===== src/rtl/dct_2d_seq.sv =====
// dct_2d_seq: step/enable sequencer for a row-DCT, transpose, column-DCT pipeline
// with output framing and a flush path that zero-pads a partial block and drains.
module dct_2d_seq #(
    parameter int N       = 8,
    parameter int DCT_LAT = 48,
    parameter int TRB_LAT = 64,
    parameter int CW      = 10
) (
    input  logic clk,
    input  logic rst,
    input  logic in_valid,
    output logic in_ready,
    input  logic flush,
    output logic dct1_ena,
    output logic trb_ena,
    output logic dct2_ena,
    output logic pad,
    output logic step,
    output logic out_valid,
    output logic out_first,
    output logic block_done,
    output logic busy
);
    localparam int NN = N * N;
    localparam int IW = (NN > 1) ? $clog2(NN) : 1;
    localparam logic [IW-1:0] LAST   = IW'(NN - 1);
    localparam logic [CW-1:0] T_TRB  = CW'(DCT_LAT - 1);
    localparam logic [CW-1:0] T_DCT2 = CW'(DCT_LAT + TRB_LAT + 1);
    localparam logic [CW-1:0] T_OUT  = CW'(2 * DCT_LAT + TRB_LAT + 1);
    localparam logic [CW-1:0] F_MAX  = CW'(2 * DCT_LAT + TRB_LAT + 2);

    typedef enum logic [1:0] {IDLE, RUN, PAD, DRAIN} state_t;

    state_t state, state_n;
    logic [CW-1:0] f, f_n, pend, pend_n;
    logic [IW-1:0] ii, ii_n, oi;
    logic acc, emit, wrap, done;

    always_comb begin
        in_ready   = state == IDLE || state == RUN;
        pad        = state == PAD;
        busy       = state != IDLE;
        acc        = (in_valid && in_ready) || pad;
        step       = acc || state == DRAIN;
        wrap       = acc && ii == LAST;
        ii_n       = acc ? (wrap ? '0 : ii + 1'b1) : ii;
        f_n        = (step && f != F_MAX) ? f + 1'b1 : f;
        // once drained, further DRAIN steps must not emit phantom samples
        emit       = step && f_n > T_OUT && (state != DRAIN || pend != '0);
        pend_n     = pend + CW'(acc) - CW'(emit);
        done       = state == DRAIN && pend == '0;
        state_n    = state == IDLE ? (acc ? RUN : IDLE)
                   : state == RUN  ? (flush ? (ii_n == '0 ? DRAIN : PAD) : RUN)
                   : state == PAD  ? (wrap ? DRAIN : PAD)
                   : (done ? IDLE : DRAIN);
        out_first  = out_valid && oi == '0;
        block_done = out_valid && oi == LAST;
    end

    always_ff @(posedge clk) begin
        if (rst || done) begin
            state     <= IDLE;
            f         <= '0;
            ii        <= '0;
            oi        <= '0;
            pend      <= '0;
            out_valid <= 1'b0;
            dct1_ena  <= 1'b0;
            trb_ena   <= 1'b0;
            dct2_ena  <= 1'b0;
        end else begin
            state     <= state_n;
            f         <= f_n;
            ii        <= ii_n;
            pend      <= pend_n;
            oi        <= out_valid ? (oi == LAST ? '0 : oi + 1'b1) : oi;
            out_valid <= emit;
            dct1_ena  <= dct1_ena | acc;
            trb_ena   <= trb_ena | (step && f_n >= T_TRB);
            dct2_ena  <= dct2_ena | (step && f_n >= T_DCT2);
        end
    end
endmodule


===== config.mk =====
export PLATFORM = sky130hd
export DESIGN_NAME = dct_2d_seq
export DESIGN_NICKNAME = d
export VERILOG_FILES = /design/src/rtl/dct_2d_seq.sv
export SDC_FILE = /design/constraint.sdc
export NUM_CORES = 1
export LEC_CHECK = 0
export CORE_MARGIN = 1
export CORE_UTILIZATION = 55
export CTS_CLUSTER_DIAMETER = 200
export DETAILED_ROUTE_END_ITERATION = 8
export GPL_TIMING_DRIVEN = 0
export PLACE_DENSITY = 0.73
export SLEW_MARGIN = 20
export SYNTH_ARGS = -nofsm -noshare
export SYNTH_HDL_FRONTEND = slang
export SYNTH_SLANG_ARGS = --single-unit

===== constraint.sdc =====
create_clock -name clk -period 11.2 [get_ports clk]
set_clock_uncertainty 0.1 [all_clocks]
set_input_delay 2.24 -clock clk [delete_from_list [all_inputs] [get_ports clk]]
set_output_delay 2.24 -clock clk [all_outputs]
set_load 0.01 [all_outputs]

# After elaboration in Yosys (flattened, before gate mapping)
# Cells that the tools add are included.
# W data, S select, Z words.
[totals]
register_bits = 38
latchBits = 0
mem_bits_rw = 0
rom_bits = 0
input_bits = 4
out_inout_bits = 10
word_cells = 60
memories = 0
[classes]
add_sub_neg = 5
multipliers = 0
div_mod_pow = 0
n_lt_le_gt_ge = 3
eq_ne = 7
n_shift = 0
n_mux = 12
bitwise_logic = 3
n_reduce_logical = 21
[op_table]
columns = ["cell", "count"]
rows = [
  ["$mux W6", 3],
  ["$add A6 B1 Y6 const B", 2],
  ["$eq A6 B6 Y1 const B", 2],
  ["$logic_not A6 Y1", 2],
  ["$add A10 B1 Y10", 1],
  ["$add A10 B1 Y10 const B", 1],
  ["$ge A10 B6 Y1 const B", 1],
  ["$ge A10 B7 Y1 const B", 1],
  ["$gt A10 B8 Y1 const B", 1],
  ["$logic_and A1 B1 Y1", 10],
  ["$logic_not A10 Y1", 1],
  ["$mux W10", 1],
  ["$mux W2", 5],
  ["$ne A10 B8 Y1 const B", 1],
  ["$reduce_bool A10 Y1", 1],
  ["$sub A10 B1 Y10", 1],
  ["$logic_or A1 B1 Y1", 5],
  ["$eq A2 B2 Y1 const B", 2],
  ["$mux W1", 3],
  ["$or A1 B1 Y1", 3],
  ["$eq A2 B1 Y1 const B", 1],
  ["$logic_not A2 Y1", 1],
  ["$ne A2 B2 Y1 const B", 1],
  ["$reduce_bool A2 Y1", 1],
]

# Logic depth before layout (Yosys ltp)
# Gate-level depths: netlist (run 1).
[logic_depth]
depth_word = 12
depth_mapped = 19
depth_no_buf = 19

# Least setup slack after synthesis (run 1)
# OpenSTA, ideal clock, no wires.
[synth_path]
path_kind = "input -> register"
startpoint = "in in_valid"
endpoint = "reg pend[8]"
setup_ns = 0.131
arrival_ns = 5.014
t_required_ns = 10.969
slack_ns = 5.955
path_stages = 16
path_buffers = 0
cell_sequence = "o21ai_1 nor4_1 nand4_1 a21oi_1 a21oi_1 ha_1 inv_1 ha_1 inv_1 fa_1 nand2b_1 a21oi_1 o21ai_0 a21oi_1 o41ai_1 mux2i_1"
[synth_between]
elab_chain_cells = 9
elab_cells_between_ends = 10
classes_between = "add/sub: 2; order compare: 1; mux: 1; reduce/logical: 6"
[synth_lines]
columns = ["item", "line", "rtl"]
rows = [
  ["start, declared", "11", "input logic in_valid,"],
  ["$logic_and A1 B1 Y1 (*)", "43", "acc = (in_valid && in_ready) || pad;"],
  ["$logic_or A1 B1 Y1 (*)", "43", ""],
  ["$logic_or A1 B1 Y1 (*)", "44", "step = acc || state == DRAIN;"],
  ["$logic_and A1 B1 Y1", "47", "f_n = (step && f != F_MAX) ? f + 1'b1 : f;"],
  ["$mux W10", "47", ""],
  ["$gt A10 B8 Y1", "49", "emit = step && f_n > T_OUT && (state != DRAIN || pend != '0);"],
  ["$logic_and A1 B1 Y1 (*) (2 in series)", "49", ""],
  ["named net emit", "37", "logic acc, emit, wrap, done;"],
  ["$sub A10 B1 Y10 (*)", "50", "pend_n = pend + CW'(acc) - CW'(emit);"],
  ["end signal, assigned", "75", "pend <= pend_n;"],
  ["end, declared", "35", "logic [CW-1:0] f, f_n, pend, pend_n;"],
]
# The timed path passes the listed nets; every way through them passes the cells marked *.
# A chain may end at the register's enable or synchronous reset.

# Final worst setup path (run 1)
[layout_path]
startpoint = "in in_valid"
endpoint = "reg pend[9]"
# Same word-level chain as after synthesis.

==> results.yml, run 1 <==
final_layout:
  antenna_cells: 0
  finalCoreUtilization_pct: 65.7
  syn2layout_area_growth_pct: 11.8
  final_common_cell: "nor2_1"
  multi_input_area_um2: 1460
  ff_latch_area_um2: 761
  layout_common_cells: "nor2_1 (42), dfxtp_1 (38), inv_1 (25)"
  fill_cells: 369
  layout.nets: 340
  drive_gt1_share_pct: 8.83
  fin_cells: 367
route:
  drc: 0
  wirelength_um: 4840
  vias: 2081
  viasPerCell: 5.67
  routedWlPerCell_um: 13.2
  drtIter0Drc: 68
  drt-pass1-iter-count: 4
  postRouteAntennaNets: 0
clocking:
  cts_max_level: 2
  cts_tree: "done"
  cts_buffer_depth: 2
  holdBufCountCts: 0
  insertion_delay_ns: 0.29
  clockRootBuffer: "clkbuf_8"
  clk_pin_slew_ns: 0.08
  clkSinkCount: 38
  cts_resized: 0
  cts_buffers: 5
  post_cts_buffers: 0
floorplan:
  coreArea_um2: 4090
  rows: 23
  dieHeight_um: 68.1
  start_util_pct: 58.8
  ios: 14
  die_area_um2: 4640
  fp.dieW_um: 68.1
sta:
  hold_violations: 0
  fmaxAchievable_mhz: 164
  period_share_pct: 54.6
  worst_pin_slew_ns: 0.703
  rsz0062_at_grt: "no"
  fin_setup_tns_ns: 0
  period_needed_ns: 6.12
  slew_viol_final: 0
  setup_viol: 0
  maxSlewHeadroom_pct: 52.7
  setup_slack_ns: 5.08
global_route:
  track_usage_pct: 23.7
  antenna_found_initial: 0
  grt_max_degree: 12
  grt_pass1_wl_um: 8110
  grt_overflow: 0
  grt_pass1_vias: 1825
synthesis:
  postSynthAreaPerCell_um2: 8.12
  yosys_warnings: 0
  synth_nets: 320
  ys_types: 56
  async_flop_share_pct: 0
  synth_edf_count: 0
  synthCells: 296
  ys_ff_latch: 38
  synth_top_flop_cell: "dfxtp_1"
  synthesis.area_um2: 2400
  ys_seq_area_share_pct: 31.7
worst_setup_path:
  start_kind: "input pin"
  crit_path_start: "in_valid"
  cp_max_fo: 6
  required_ns: 11.28
  crit_family: "compound AO/OA/AOI/OAI gates"
  critPathCapture: "pend[9]"
  cp_num_buf_inv: 2
  cp.arrival_ns: 6.20
  r2r-start: "f[0]"
  rr_worst_depth: 17
  slowest_stage: "a2111oi_0"
  crit_cells: 16
  reg2reg_setup_slack_ns: 6.96
  max_stage_delay_ns: 0.61
  crit_path_end_kind: "flip-flop"
  critPathKind: "input pin to flip-flop"
  worstPathCellList: "clkdlybuf4s50_1 -> o21ai_1 -> nor3_2 -> nor4_1 -> a311oi_1 -> o21ai_1 -> a21oi_1 -> ha_1 -> inv_1 -> ha_1 -> a21o_1 -> a21oi_1 -> o21bai_1 -> a2111oi_0 -> o31a_1 -> nor3_1"
  r2r_end: "pend[8]"
placement:
  dp_hpwl_um: 3640
  port_buffers: 13
  place_congestion: 0.873
  post-place-ws_ns: 4.83
  dp.cells: 359
pwr:
  cellLeakagePower_uw: 0.00105
  vdd.ir_drop.worst_v: 0.000177
  total_power_uw: 461
  power-per-cell-area_nw_per_um2: 171
run:
  cap_viol_max_count: 0
hold_path:
  min_path_type: "flip-flop to flip-flop"
run_status:
  status: "finished, final reports clean"
-- flip-flops by register name, summed over array words and instances, names as in the netlist --
register   flops
out_valid      1
dct1_ena       1
ii             6
oi             6
trb_ena        1
pend          10
dct2_ena       1
state          2
f             10
-- routing by layer --
metal  up-vias  share of wire [%]  global-route usage, %  routed length [um]
met3         5                4.4                   5.17                 211
met1       971                 49                   32.1                2370
met4         0                1.4                   9.11                  66
met2        34                 45                   36.3                2190
li1       1071                  -                      -                   -
met5         -                  0                      0                   0
-- where the power goes --
| group | total, uW | leakage (uW) | internal, uW | switching, uW |
|---|---|---|---|---|
| logic | 195 | 0.000690 | 88.2 | 106 |
| clock network | 101 | 0.0000482 | 49.7 | 51.1 |
| registers | 165 | 0.000310 | 153 | 12.2 |
-- logic make-up (layout without fill, tap and decap cells) --
group | after synthesis | in the layout | share of synthesized area, %
adders and majority gates | 20 | 20 | 10.7
xor gates and xnor gates | 20 | 20 | 7.29
AOI/OAI and AO/OA | 58 | 58 | 16.2
muxes | 4 | 4 | 1.67
and+or+nand+nor | 119 | 119 | 24.9
buffers and inverters | 37 | 58 | 7.55
DFF | 38 | 38 | 31.7
-- worst min-delay path by stage --
stage	start	end	slack, ns	depth (start not counted)
after floorplan	ii[1]	ii[1]	0.37	2
after global placement	dct1_ena	dct1_ena	0.35	2
after detailed placement	dct1_ena	dct1_ena	0.36	2
after CTS	dct1_ena	dct1_ena	0.38	2
after global routing	dct2_ena	dct2_ena	0.42	1
final	dct1_ena	dct1_ena	0.37	2
-- stage by stage --
stage          hold WS, ns  cell area [um^2]
2_1_floorplan        0.366              2400
3_3_place_gp         0.355              2590
3_5_place_dp         0.362              2590
4_1_cts              0.380              2690
5_1_grt              0.420              2690
6_report             0.372              2690
-- worst min-delay path, stage by stage (launching register included) --
cell and delay (ns):
dfxtp_1 0.33, nor2_1 0.05, nor2_1 0.06
-- cell type report --
type,instances,share of cell area [%]
Buffer,10,2.98
Clock inverter,1,0.186
Clock buffer,7,3.21
Timing Repair Buffer,13,4.84
Multi-Input combinational cell,221,54.4
Tap cell,50,2.33
Inverter,27,3.77
Sequential cell,38,28.3
-- synthesized netlist by cell type (3+ instances only) --
| cell | number | area, um^2 |
|---|---|---|
| a2111oi_0 | 3 | 26.3 |
| nor2_1 | 42 | 158 |
| ha_1 | 19 | 238 |
| o21bai_1 | 3 | 22.5 |
| xor2_1 | 10 | 87.6 |
| a31oi_1 | 5 | 31.3 |
| inv_1 | 25 | 93.8 |
| or2_2 | 3 | 18.8 |
| dfxtp_1 | 38 | 761 |
| mux2i_1 | 4 | 40.0 |
| xnor2_1 | 10 | 87.6 |
| nand3_1 | 10 | 50.1 |
| nor3b_1 | 4 | 30.0 |
| nor3_1 | 16 | 80.1 |
| o21ai_0 | 7 | 35.0 |
| nand4_1 | 4 | 25.0 |
| nand2_1 | 20 | 75.1 |
| buf_2 | 4 | 20.0 |
| o21ai_1 | 4 | 20.0 |
| buf_4 | 3 | 22.5 |
| a21oi_1 | 18 | 90.1 |
| nor4_1 | 4 | 25.0 |
Power figures use the tool's default switching activity.
==> run 2, diff against run 1 <==
Clock period 11.2 ns to 6.3 ns, I/O delays scaled along.
==> results of run 2 <==
The final DEF is identical to that of run 1. Status: finished, final reports clean.
Among the figures that moved: setup slack after placement 4.83 ns -> 0.913 ns; setup slack after layout 5.08 ns -> 1.16 ns; register-to-register setup slack 6.96 ns -> 2.06 ns; total power 461 uW -> 819 uW; worst IR drop on VDD 0.000177 V -> 0.000315 V
